### src/rtl/settings_bus_arbiter_pkg.sv
// Shared constants, FSM encoding and helpers for the settings-bus arbiter family.
package settings_bus_arbiter_pkg;

  localparam int SETTINGS_ADDR_W = 7;
  localparam int SETTINGS_DATA_W = 32;
  localparam int LOCK_TIMEOUT    = 64;
  localparam int LOCK_TMR_W      = $clog2(LOCK_TIMEOUT);
  localparam int IDX_W           = 3;
  localparam int GAP_W           = 4;

  typedef enum logic [1:0] {
    ARB_IDLE   = 2'd0,
    ARB_STROBE = 2'd1,
    ARB_GAP    = 2'd2
  } arb_state_t;

  // Round-robin successor of idx over n requesters.
  function automatic logic [IDX_W-1:0] rr_next(input logic [IDX_W-1:0] idx, input int n);
    if (int'(idx) + 1 >= n) return '0;
    return idx + 1'b1;
  endfunction

endpackage

### src/rtl/settings_bus_arbiter_rr_priority_picker.sv
// Combinational round-robin picker: first masked request at or above the pointer,
// wrapping modulo N. Produces a one-hot grant, its index and an any-valid flag.
module rr_priority_picker #(
  parameter int N     = 3,
  parameter int IDX_W = 3
) (
  input  logic [N-1:0]     i_req,
  input  logic [IDX_W-1:0] i_ptr,
  input  logic [N-1:0]     i_mask,
  output logic [N-1:0]     o_grant,
  output logic [IDX_W-1:0] o_idx,
  output logic             o_any
);

  logic [N-1:0] w_req;

  assign w_req = i_req & i_mask;

  // Scan by distance from the pointer; every index is a constant so no variable bit-select.
  always_comb begin
    int pos;
    o_grant = '0;
    o_idx   = '0;
    o_any   = 1'b0;
    pos     = 0;
    for (int k = 0; k < N; k++) begin
      for (int i = 0; i < N; i++) begin
        pos = int'(i_ptr) + k;
        if (pos >= N) pos = pos - N;
        if (!o_any && w_req[i] && (pos == i)) begin
          o_any      = 1'b1;
          o_grant[i] = 1'b1;
          o_idx      = IDX_W'(i);
        end
      end
    end
  end

endmodule

### src/rtl/settings_bus_arbiter.sv
// Round-robin arbiter sharing the settings write bus between NUM_REQ requesters.
// Optional atomic-sequence locking is compiled in with `define SETTINGS_ARB_LOCK_EN.
module settings_bus_arbiter
  import settings_bus_arbiter_pkg::*;
#(
  parameter int NUM_REQ    = 3,
  parameter int GAP_CYCLES = 1
) (
  input  logic                               master_clk,
  input  logic                               reset_n,
  input  logic [NUM_REQ-1:0]                 req_valid,
  input  logic [SETTINGS_ADDR_W*NUM_REQ-1:0] req_addr,
  input  logic [SETTINGS_DATA_W*NUM_REQ-1:0] req_data,
  input  logic [NUM_REQ-1:0]                 req_lock,
  output logic [NUM_REQ-1:0]                 req_ready,
  output logic [SETTINGS_ADDR_W-1:0]         serial_addr,
  output logic [SETTINGS_DATA_W-1:0]         serial_data,
  output logic                               serial_strobe,
  output logic                               busy,
  output logic [IDX_W-1:0]                   grant_id,
  output arb_state_t                         dbg_state
);

  // Handshake: requester i transfers on a cycle where req_valid[i] && req_ready[i];
  // ready is only offered in IDLE, to one requester, and never depends on a later cycle.

  if (NUM_REQ < 2 || NUM_REQ > 8) begin : g_bad_num_req
    $error("settings_bus_arbiter: NUM_REQ must be in 2..8");
  end
  if (GAP_CYCLES < 0 || GAP_CYCLES > 15) begin : g_bad_gap
    $error("settings_bus_arbiter: GAP_CYCLES must be in 0..15");
  end

  arb_state_t                 r_state;
  arb_state_t                 w_next_state;
  logic [IDX_W-1:0]           r_ptr;
  logic [GAP_W-1:0]           r_gap_cnt;
  logic [SETTINGS_ADDR_W-1:0] r_addr;
  logic [SETTINGS_DATA_W-1:0] r_data;
  logic [IDX_W-1:0]           r_grant_id;

  logic [NUM_REQ-1:0]         w_mask;
  logic [NUM_REQ-1:0]         w_grant;
  logic [IDX_W-1:0]           w_idx;
  logic                       w_any;
  logic                       w_accept;
  logic [SETTINGS_ADDR_W-1:0] w_sel_addr;
  logic [SETTINGS_DATA_W-1:0] w_sel_data;

  rr_priority_picker #(
    .N     (NUM_REQ),
    .IDX_W (IDX_W)
  ) u_picker (
    .i_req   (req_valid),
    .i_ptr   (r_ptr),
    .i_mask  (w_mask),
    .o_grant (w_grant),
    .o_idx   (w_idx),
    .o_any   (w_any)
  );

  assign w_accept = (r_state == ARB_IDLE) && w_any && reset_n;

  // One-hot payload mux driven by the picker grant.
  always_comb begin
    w_sel_addr = '0;
    w_sel_data = '0;
    for (int i = 0; i < NUM_REQ; i++) begin
      if (w_grant[i]) begin
        w_sel_addr = req_addr[i*SETTINGS_ADDR_W +: SETTINGS_ADDR_W];
        w_sel_data = req_data[i*SETTINGS_DATA_W +: SETTINGS_DATA_W];
      end
    end
  end

`ifdef SETTINGS_ARB_LOCK_EN
  logic                  r_lock_vld;
  logic [IDX_W-1:0]      r_lock_id;
  logic [LOCK_TMR_W-1:0] r_lock_tmr;
  logic [NUM_REQ-1:0]    w_lock_onehot;
  logic                  w_holder_valid;
  logic                  w_win_lock;

  always_comb begin
    w_lock_onehot = '0;
    for (int i = 0; i < NUM_REQ; i++) begin
      w_lock_onehot[i] = r_lock_vld && (r_lock_id == IDX_W'(i));
    end
  end

  assign w_mask         = r_lock_vld ? w_lock_onehot : '1;
  assign w_holder_valid = |(req_valid & w_lock_onehot);
  assign w_win_lock     = |(req_lock & w_grant);

  // While locked only the holder can win, so an unlocked accept is always the holder's release.
  always_ff @(posedge master_clk or negedge reset_n) begin
    if (!reset_n) begin
      r_lock_vld <= 1'b0;
      r_lock_id  <= '0;
      r_lock_tmr <= '0;
    end else if (w_accept) begin
      r_lock_tmr <= '0;
      if (w_win_lock) begin
        r_lock_vld <= 1'b1;
        r_lock_id  <= w_idx;
      end else begin
        r_lock_vld <= 1'b0;
      end
    end else if ((r_state == ARB_IDLE) && r_lock_vld && !w_holder_valid) begin
      if (r_lock_tmr == LOCK_TMR_W'(LOCK_TIMEOUT - 1)) begin
        r_lock_vld <= 1'b0;
        r_lock_tmr <= '0;
      end else begin
        r_lock_tmr <= r_lock_tmr + 1'b1;
      end
    end else begin
      r_lock_tmr <= '0;
    end
  end
`else
  logic w_unused_lock;

  assign w_mask        = '1;
  assign w_unused_lock = ^req_lock;
`endif

  always_ff @(posedge master_clk or negedge reset_n) begin
    if (!reset_n) begin
      r_state <= ARB_IDLE;
    end else begin
      r_state <= w_next_state;
    end
  end

  always_comb begin
    w_next_state = r_state;
    case (r_state)
      ARB_IDLE:   if (w_any) w_next_state = ARB_STROBE;
      ARB_STROBE: w_next_state = (GAP_CYCLES == 0) ? ARB_IDLE : ARB_GAP;
      ARB_GAP:    if (r_gap_cnt <= GAP_W'(1)) w_next_state = ARB_IDLE;
      default:    w_next_state = ARB_IDLE;
    endcase
  end

  always_comb begin
    req_ready     = '0;
    serial_strobe = 1'b0;
    busy          = 1'b0;
    case (r_state)
      ARB_IDLE:   req_ready = reset_n ? w_grant : '0;
      ARB_STROBE: begin
        serial_strobe = 1'b1;
        busy          = 1'b1;
      end
      default:    busy = 1'b1;
    endcase
  end

  // Payload registers hold after the strobe; downstream samples only on serial_strobe.
  always_ff @(posedge master_clk or negedge reset_n) begin
    if (!reset_n) begin
      r_addr     <= '0;
      r_data     <= '0;
      r_grant_id <= '0;
      r_ptr      <= '0;
    end else if (w_accept) begin
      r_addr     <= w_sel_addr;
      r_data     <= w_sel_data;
      r_grant_id <= w_idx;
      r_ptr      <= rr_next(w_idx, NUM_REQ);
    end
  end

  always_ff @(posedge master_clk or negedge reset_n) begin
    if (!reset_n) begin
      r_gap_cnt <= '0;
    end else if (r_state == ARB_STROBE) begin
      r_gap_cnt <= GAP_W'(GAP_CYCLES);
    end else if ((r_state == ARB_GAP) && (r_gap_cnt != '0)) begin
      r_gap_cnt <= r_gap_cnt - 1'b1;
    end
  end

  assign serial_addr = r_addr;
  assign serial_data = r_data;
  assign grant_id    = r_grant_id;
  assign dbg_state   = r_state;

endmodule
### config.mk
export PLATFORM = sky130hd
export DESIGN_NAME = settings_bus_arbiter
export DESIGN_NICKNAME = d
export VERILOG_FILES = /design/src/rtl/settings_bus_arbiter_pkg.sv /design/src/rtl/settings_bus_arbiter_rr_priority_picker.sv /design/src/rtl/settings_bus_arbiter.sv
export SDC_FILE = /design/constraint.sdc
export NUM_CORES = 1
export LEC_CHECK = 0
export BUFFER_PORTS_ARGS = -buffer_cell sky130_fd_sc_hd__buf_2
export CAP_MARGIN = 20
export CORE_MARGIN = 2
export CORE_UTILIZATION = 44
export CTS_CLUSTER_DIAMETER = 100
export CTS_CLUSTER_SIZE = 28
export DETAILED_ROUTE_END_ITERATION = 8
export GPL_TIMING_DRIVEN = 0
export PLACE_DENSITY = 0.78
export SKIP_LAST_GASP = 1
export SYNTH_ARGS = -nofsm -noshare
export SYNTH_HDL_FRONTEND = slang
export SYNTH_SLANG_ARGS = --single-unit
export TNS_END_PERCENT = 50
### constraint.sdc
create_clock -name master_clk -period 4.4 [get_ports master_clk]
set_input_delay 1.1 -clock master_clk [delete_from_list [all_inputs] [get_ports master_clk]]
set_output_delay 1.1 -clock master_clk [all_outputs]
set_load 0.05 [all_outputs]
# Word level (Yosys, flattened, before mapping)
# Index checks and enable logic that the tools add are counted.
# W data, S select, Z words.
[op_classes]
n_reduce_logical = 35
magnitude_cmp = 5
n_eq_ne = 10
add_sub_neg = 8
n_mux = 47
[ops]
columns = ["op", "count"]
rows = [
  ["$mux W32", 6],
  ["$eq A32 B2 Y1 const B", 3],
  ["$eq A32 B3 Y1 const B", 3],
  ["$logic_not A32 Y1", 3],
  ["$ge A32 B3 Y1 const B", 2],
  ["$sub A32 B3 Y32 const B", 2],
  ["$mux W1", 22],
  ["$mux W7", 3],
  ["$logic_and A1 B1 Y1", 20],
  ["$mux W2", 9],
  ["$mux W3", 4],
  ["$add A3 B1 Y4 const B", 2],
  ["$logic_not A1 Y1", 8],
  ["$mux W4", 2],
  ["$pmux W2 S3", 1],
  ["$add A3 B2 Y4 const B", 1],
  ["$ge A4 B2 Y1 const B", 1],
  ["$le A4 B1 Y1 const B", 1],
  ["$ne A2 B2 Y1 const B", 2],
  ["$reduce_bool A4 Y1", 1],
  ["$sub A3 B2 Y4 const B", 1],
  ["$sub A4 B1 Y4 const B", 1],
  ["$add A3 B1 Y3 const B", 1],
  ["$ge A3 B2 Y1 const B", 1],
  ["other kinds (5)", 5],
]
[totals]
input_bits = 125
out_inout_bits = 49
register_bits = 51

# Logic depth before layout (Yosys ltp)
[depth]
ltp_word = 42
mapped_depth = 17
mapped_depth_nobuf = 11

# Modules after synthesis
# From an unflattened synthesis, not the netlist that was laid out.
[unflattened]
hier_cells = 374
hier_area_um2 = 3460.8
[by_module_without_submodules]
columns = ["module", "instances", "seq_area_each_um2", "area_each_um2", "cells_per_inst"]
rows = [
  ["settings_bus_arbiter", 1, 1276.2, 2884.0, 292],
  ["rr_priority_picker", 1, 0.0, 576.8, 82],
]

# Least setup slack after synthesis
# Ideal clock, no wire load.
[synth_path]
path_type = "flip-flop to output port"
from = "register r_ptr[0]"
to = "output port req_ready[0]"
setup_slack_ps = -389
arrival_time_ps = 3689
stages_incl_launch_ff = 16
t_required_ps = 3300
cell_sequence = "dfrtp_1 buf_2 inv_1 ha_1 clkbuf_1 nor2_1 nor2_1 ha_1 or3b_1 a211oi_1 or3_1 clkbuf_1 a32o_1 clkbuf_1 o21ai_0 nor2_1"
[synth_between]
elab_chain_cells = 31
[synth_rtl]
columns = ["item", "line", "source"]
rows = [
  ["start: declaration", "settings_bus_arbiter.sv:36", "logic [IDX_W-1:0] r_ptr;"],
  ["start signal: assignment", "settings_bus_arbiter.sv:170", "r_ptr <= rr_next(w_idx, NUM_REQ);"],
  ["branches (longest 28 deep; another with $sub A32 B3 Y32)", "-", ""],
  ["$mux W1 *", "settings_bus_arbiter_rr_priority_picker.sv:30", "if (!o_any && w_req[i] && (pos == i)) begin"],
  ["$mux W3 *", "settings_bus_arbiter.sv:150", "ARB_IDLE: req_ready = reset_n ? w_grant : '0;"],
  ["$mux W3 *", "settings_bus_arbiter.sv:149", "case (r_state)"],
  ["end: declaration", "settings_bus_arbiter.sv:15", "output logic [NUM_REQ-1:0] req_ready,"],
]
# Mark *: on every way between the ends.

# Worst setup path after layout
[layout_path]
from = "register r_ptr[1]"
to = "output port req_ready[0]"
# The elaborated chain is that of the path after synthesis.

==> results.md <==
- Status: finished clean
- Gr usage total: 0.2688
- Die W: 98.22 um
- Tmin final: 4.356 ns
- Clock slew seen by the registers of the worst setup and hold paths: 0.09 ns
- Final hold viol count: 0
- Kind of end point of the critical path: output pin
- Worst slew pin tran: 0.6503 ns
- Setup CP Type: register to output pin
- Fraction of layout instances using a drive strength above 1: 0.4510
- Synth unique cells: 52
- Synthesized Nets: 563
- Crit-path slowest cell: or4b_4
- Number of remaining DRC errors: 0
- CP Max Fanout: 6
- Largest area contributor in the netlist: dfrtp_1
- Leakage: 2.143 nW
- Drt initial violations: 235
- CP top delay family: compound AO/OA/AOI/OAI gates
- Starting density of the core: 0.4501
- First-pass GRT wire length: 21,330 um
- Cts bufs inserted: 5
- Fin nets: 751
- IO Port Bufs: 168
- Post-synth top flop: dfrtp_1
- Synth warn: 0
- Post-synthesis instance area: 3906 um2
- Layout area overhead: 37.96%
- Clk buf depth: 2
- Setup TNS: 0 ns
- Placed inst area: 4922 um2
- Hold Crit Class: register to register
- Gpl congestion: 0.9439
- Grt ovf: 0
- Clock Latency Late Sink: 0.33 ns
- Wire per inst: 19.12 um
- Routed vias/inst: 6.263
- Hold-fix buffers, CTS: 0
- Post-synth EDFFs: 0
- Power Density: 975.7 nW/um2
- Peak supply drop: 0.0005879 V
- Seq cells post-synth: 50
- Core area: 8678 um2
- HPWL Detailed: 9749 um
- Post-Synthesis Cells: 423
- Die area: 9647 um2
- Rel. slew slack: 0.5664
- Routed vias: 4,509
- # rows: 34
- F_max: 0.2296 GHz
- CP cell instances: ha_4 -> inv_4 -> ha_4 -> or4b_4 -> o2111a_1 -> a221o_2 -> a211oi_4 -> clkbuf_8 -> o21ai_4 -> nor2_4 -> buf_8
- Number of max-slew violations in the final report: 0
- Critical path's most frequent cell: ha_4
- Worst path max stage delay: 0.52 ns
- Sink Count: 50
- Average cell area after synthesis: 9.235 um2
- RSZ-0062 raised after global routing: yes
- Antenna cells: 0
- CP Buf/Inv Count: 3
- Design area: 5389 um2
- Final period util: 0.9899
- Worst setup SP type: register
- Final setup viols: 0
- Final Skew: 0.02444 ns
- Htree depth: 2
- Sequential-to-total area share from yosys stat: 0.3203
- Top post-synthesis cells by count: 50 x dfrtp_1, 48 x a21oi_1, 44 x clkbuf_1
- WP data arrival: 3.26 ns
- CTS Root Cell: clkbuf_8
- Ranking of synthesized cells by area: dfrtp_1 32%, a311oi_2 15%, a211oi_1 8.3%
- Routed Antenna Nets: 0
- Async SR Flop Fraction: 1.000
- Area fraction of the dominant cell type after synthesis: 0.3203
- Die H: 98.22 um
- Number of global-route vias before repair: 4,242
- Max-cap viol count: 0
- # IOs: 174
- Overall routed net length: 13,770 um
- Largest net degree at the start of global routing: 29
- Initial antenna violation count: 0
- Worst reg2reg setup slack: 0.75 ns
- Most frequent cell after synthesis: dfrtp_1
- CTS tree: done
- First-pass DRT Iterations: 4
- CP Data Required Time: 3.30 ns
worst reg2reg max path, stage by stage, from the launching register on:
cell	delay (ns)
dfrtp_1	0.44
buf_6	0.16
inv_6	0.07
ha_4	0.21
nor2_2	0.10
nor2_2	0.06
ha_4	0.26
or3b_4	0.37
a211oi_2	0.25
or3_4	0.23
a32o_2	0.27
buf_4	0.22
clkbuf_1	0.41
o211ai_1	0.19
a311oi_2	0.33
cells in the final DEF (no fill, tap or decap), drive strengths merged, types with 2 or more instances in the layout:
cell type / instances
a211o: 2
a211oi: 43
a21oi: 48
a311oi: 39
and2: 2
buf: 195
clkbuf: 46
dfrtp: 50
ha: 15
inv: 10
mux2i: 4
nand2: 14
nand2b: 9
nand3: 2
nor2: 11
nor3: 3
o2111ai: 2
o211ai: 39
o21ai: 43
o22a: 2
o2bb2ai: 2
o31ai: 3
or3: 2
or3b: 2
what timing repair did:
| item | CTS | global route |
|---|---|---|
| setup buffers | 7 | 8 |
| pin swaps | 6 | 8 |
| endpoints found under the setup margin | 3 | 3 |
| gates resized for setup | 40 | 27 |
report_power, final:
part | leakage, nW | internal [mW] | switching (mW) | total [mW]
clock network | 0.0514 | 0.170 | 0.173 | 0.343
logic | 1.50 | 1.40 | 2.67 | 4.06
registers | 0.592 | 0.706 | 0.145 | 0.852
path summary, 6_finish.rpt:
kind	start	endpoint	cells past startpoint
hold / removal	grant_id[0]	grant_id[0]	1
setup reg to reg	r_ptr[0]	serial_data[0]	14
min in group asynchronous	reset_n	r_gap_cnt[0]	1
hold reg to reg	grant_id[0]	grant_id[0]	1
max in group asynchronous	reset_n	serial_data[12]	2
setup / recovery	r_ptr[1]	req_ready[0]	11
final cells by class:
cell class                      count  area (um2)
Fill cell                         746        3289
Multi-Input combinational cell    309        2562
Clock inverter                      2       37.54
Timing Repair Buffer              184       999.7
Tap cell                          108       135.1
Inverter                           10       45.04
Buffer                             51       284.0
Clock buffer                        6       72.57
Sequential cell                    50        1252
stage by stage:
stage	cells	total power, mW	hold WS (ns)	worst slack (ns)	util
after CTS	712	5.047	0.5026	0.006563	0.6021
final	720	5.258	0.4963	0.04438	0.6210
after global placement	699	4.412	0.4742	-0.6759	0.5649
after floorplan	423	3.647	0.4577	-0.01214	-
after detailed placement	700	4.498	0.4771	-0.7086	0.5672
after global routing	720	5.574	0.5446	-0.05284	0.6210
registers in the layout, indices dropped and copies added (netlist names):
signal / count
r_gap_cnt: 4
serial_data: 32
r_ptr: 3
serial_addr: 7
grant_id: 2
dbg_state: 2
logic make-up (layout without fill, tap and decap cells):
logic type	after synthesis	in the layout	synth area share
DFF	50	50	0.3203
adders and majority gates	15	15	0.04805
buffers and inverters	64	253	0.07303
and+or+nand+nor	54	54	0.07399
AOI/OAI and AO/OA	233	233	0.4689
muxes	4	4	0.01025
xor gates and xnor gates	2	2	0.004485
other	1	1	0.0009600
per-layer routing:
layer  up-vias  GRT usage  wire, um
li1       2053          -         -
met2       257     0.4463      6681
met5         -          0         0
met4         0    0.08114       275
met3        30    0.04724      1290
met1      2169     0.3605      5517
Note: power is estimated with default switching activity, not from simulation.
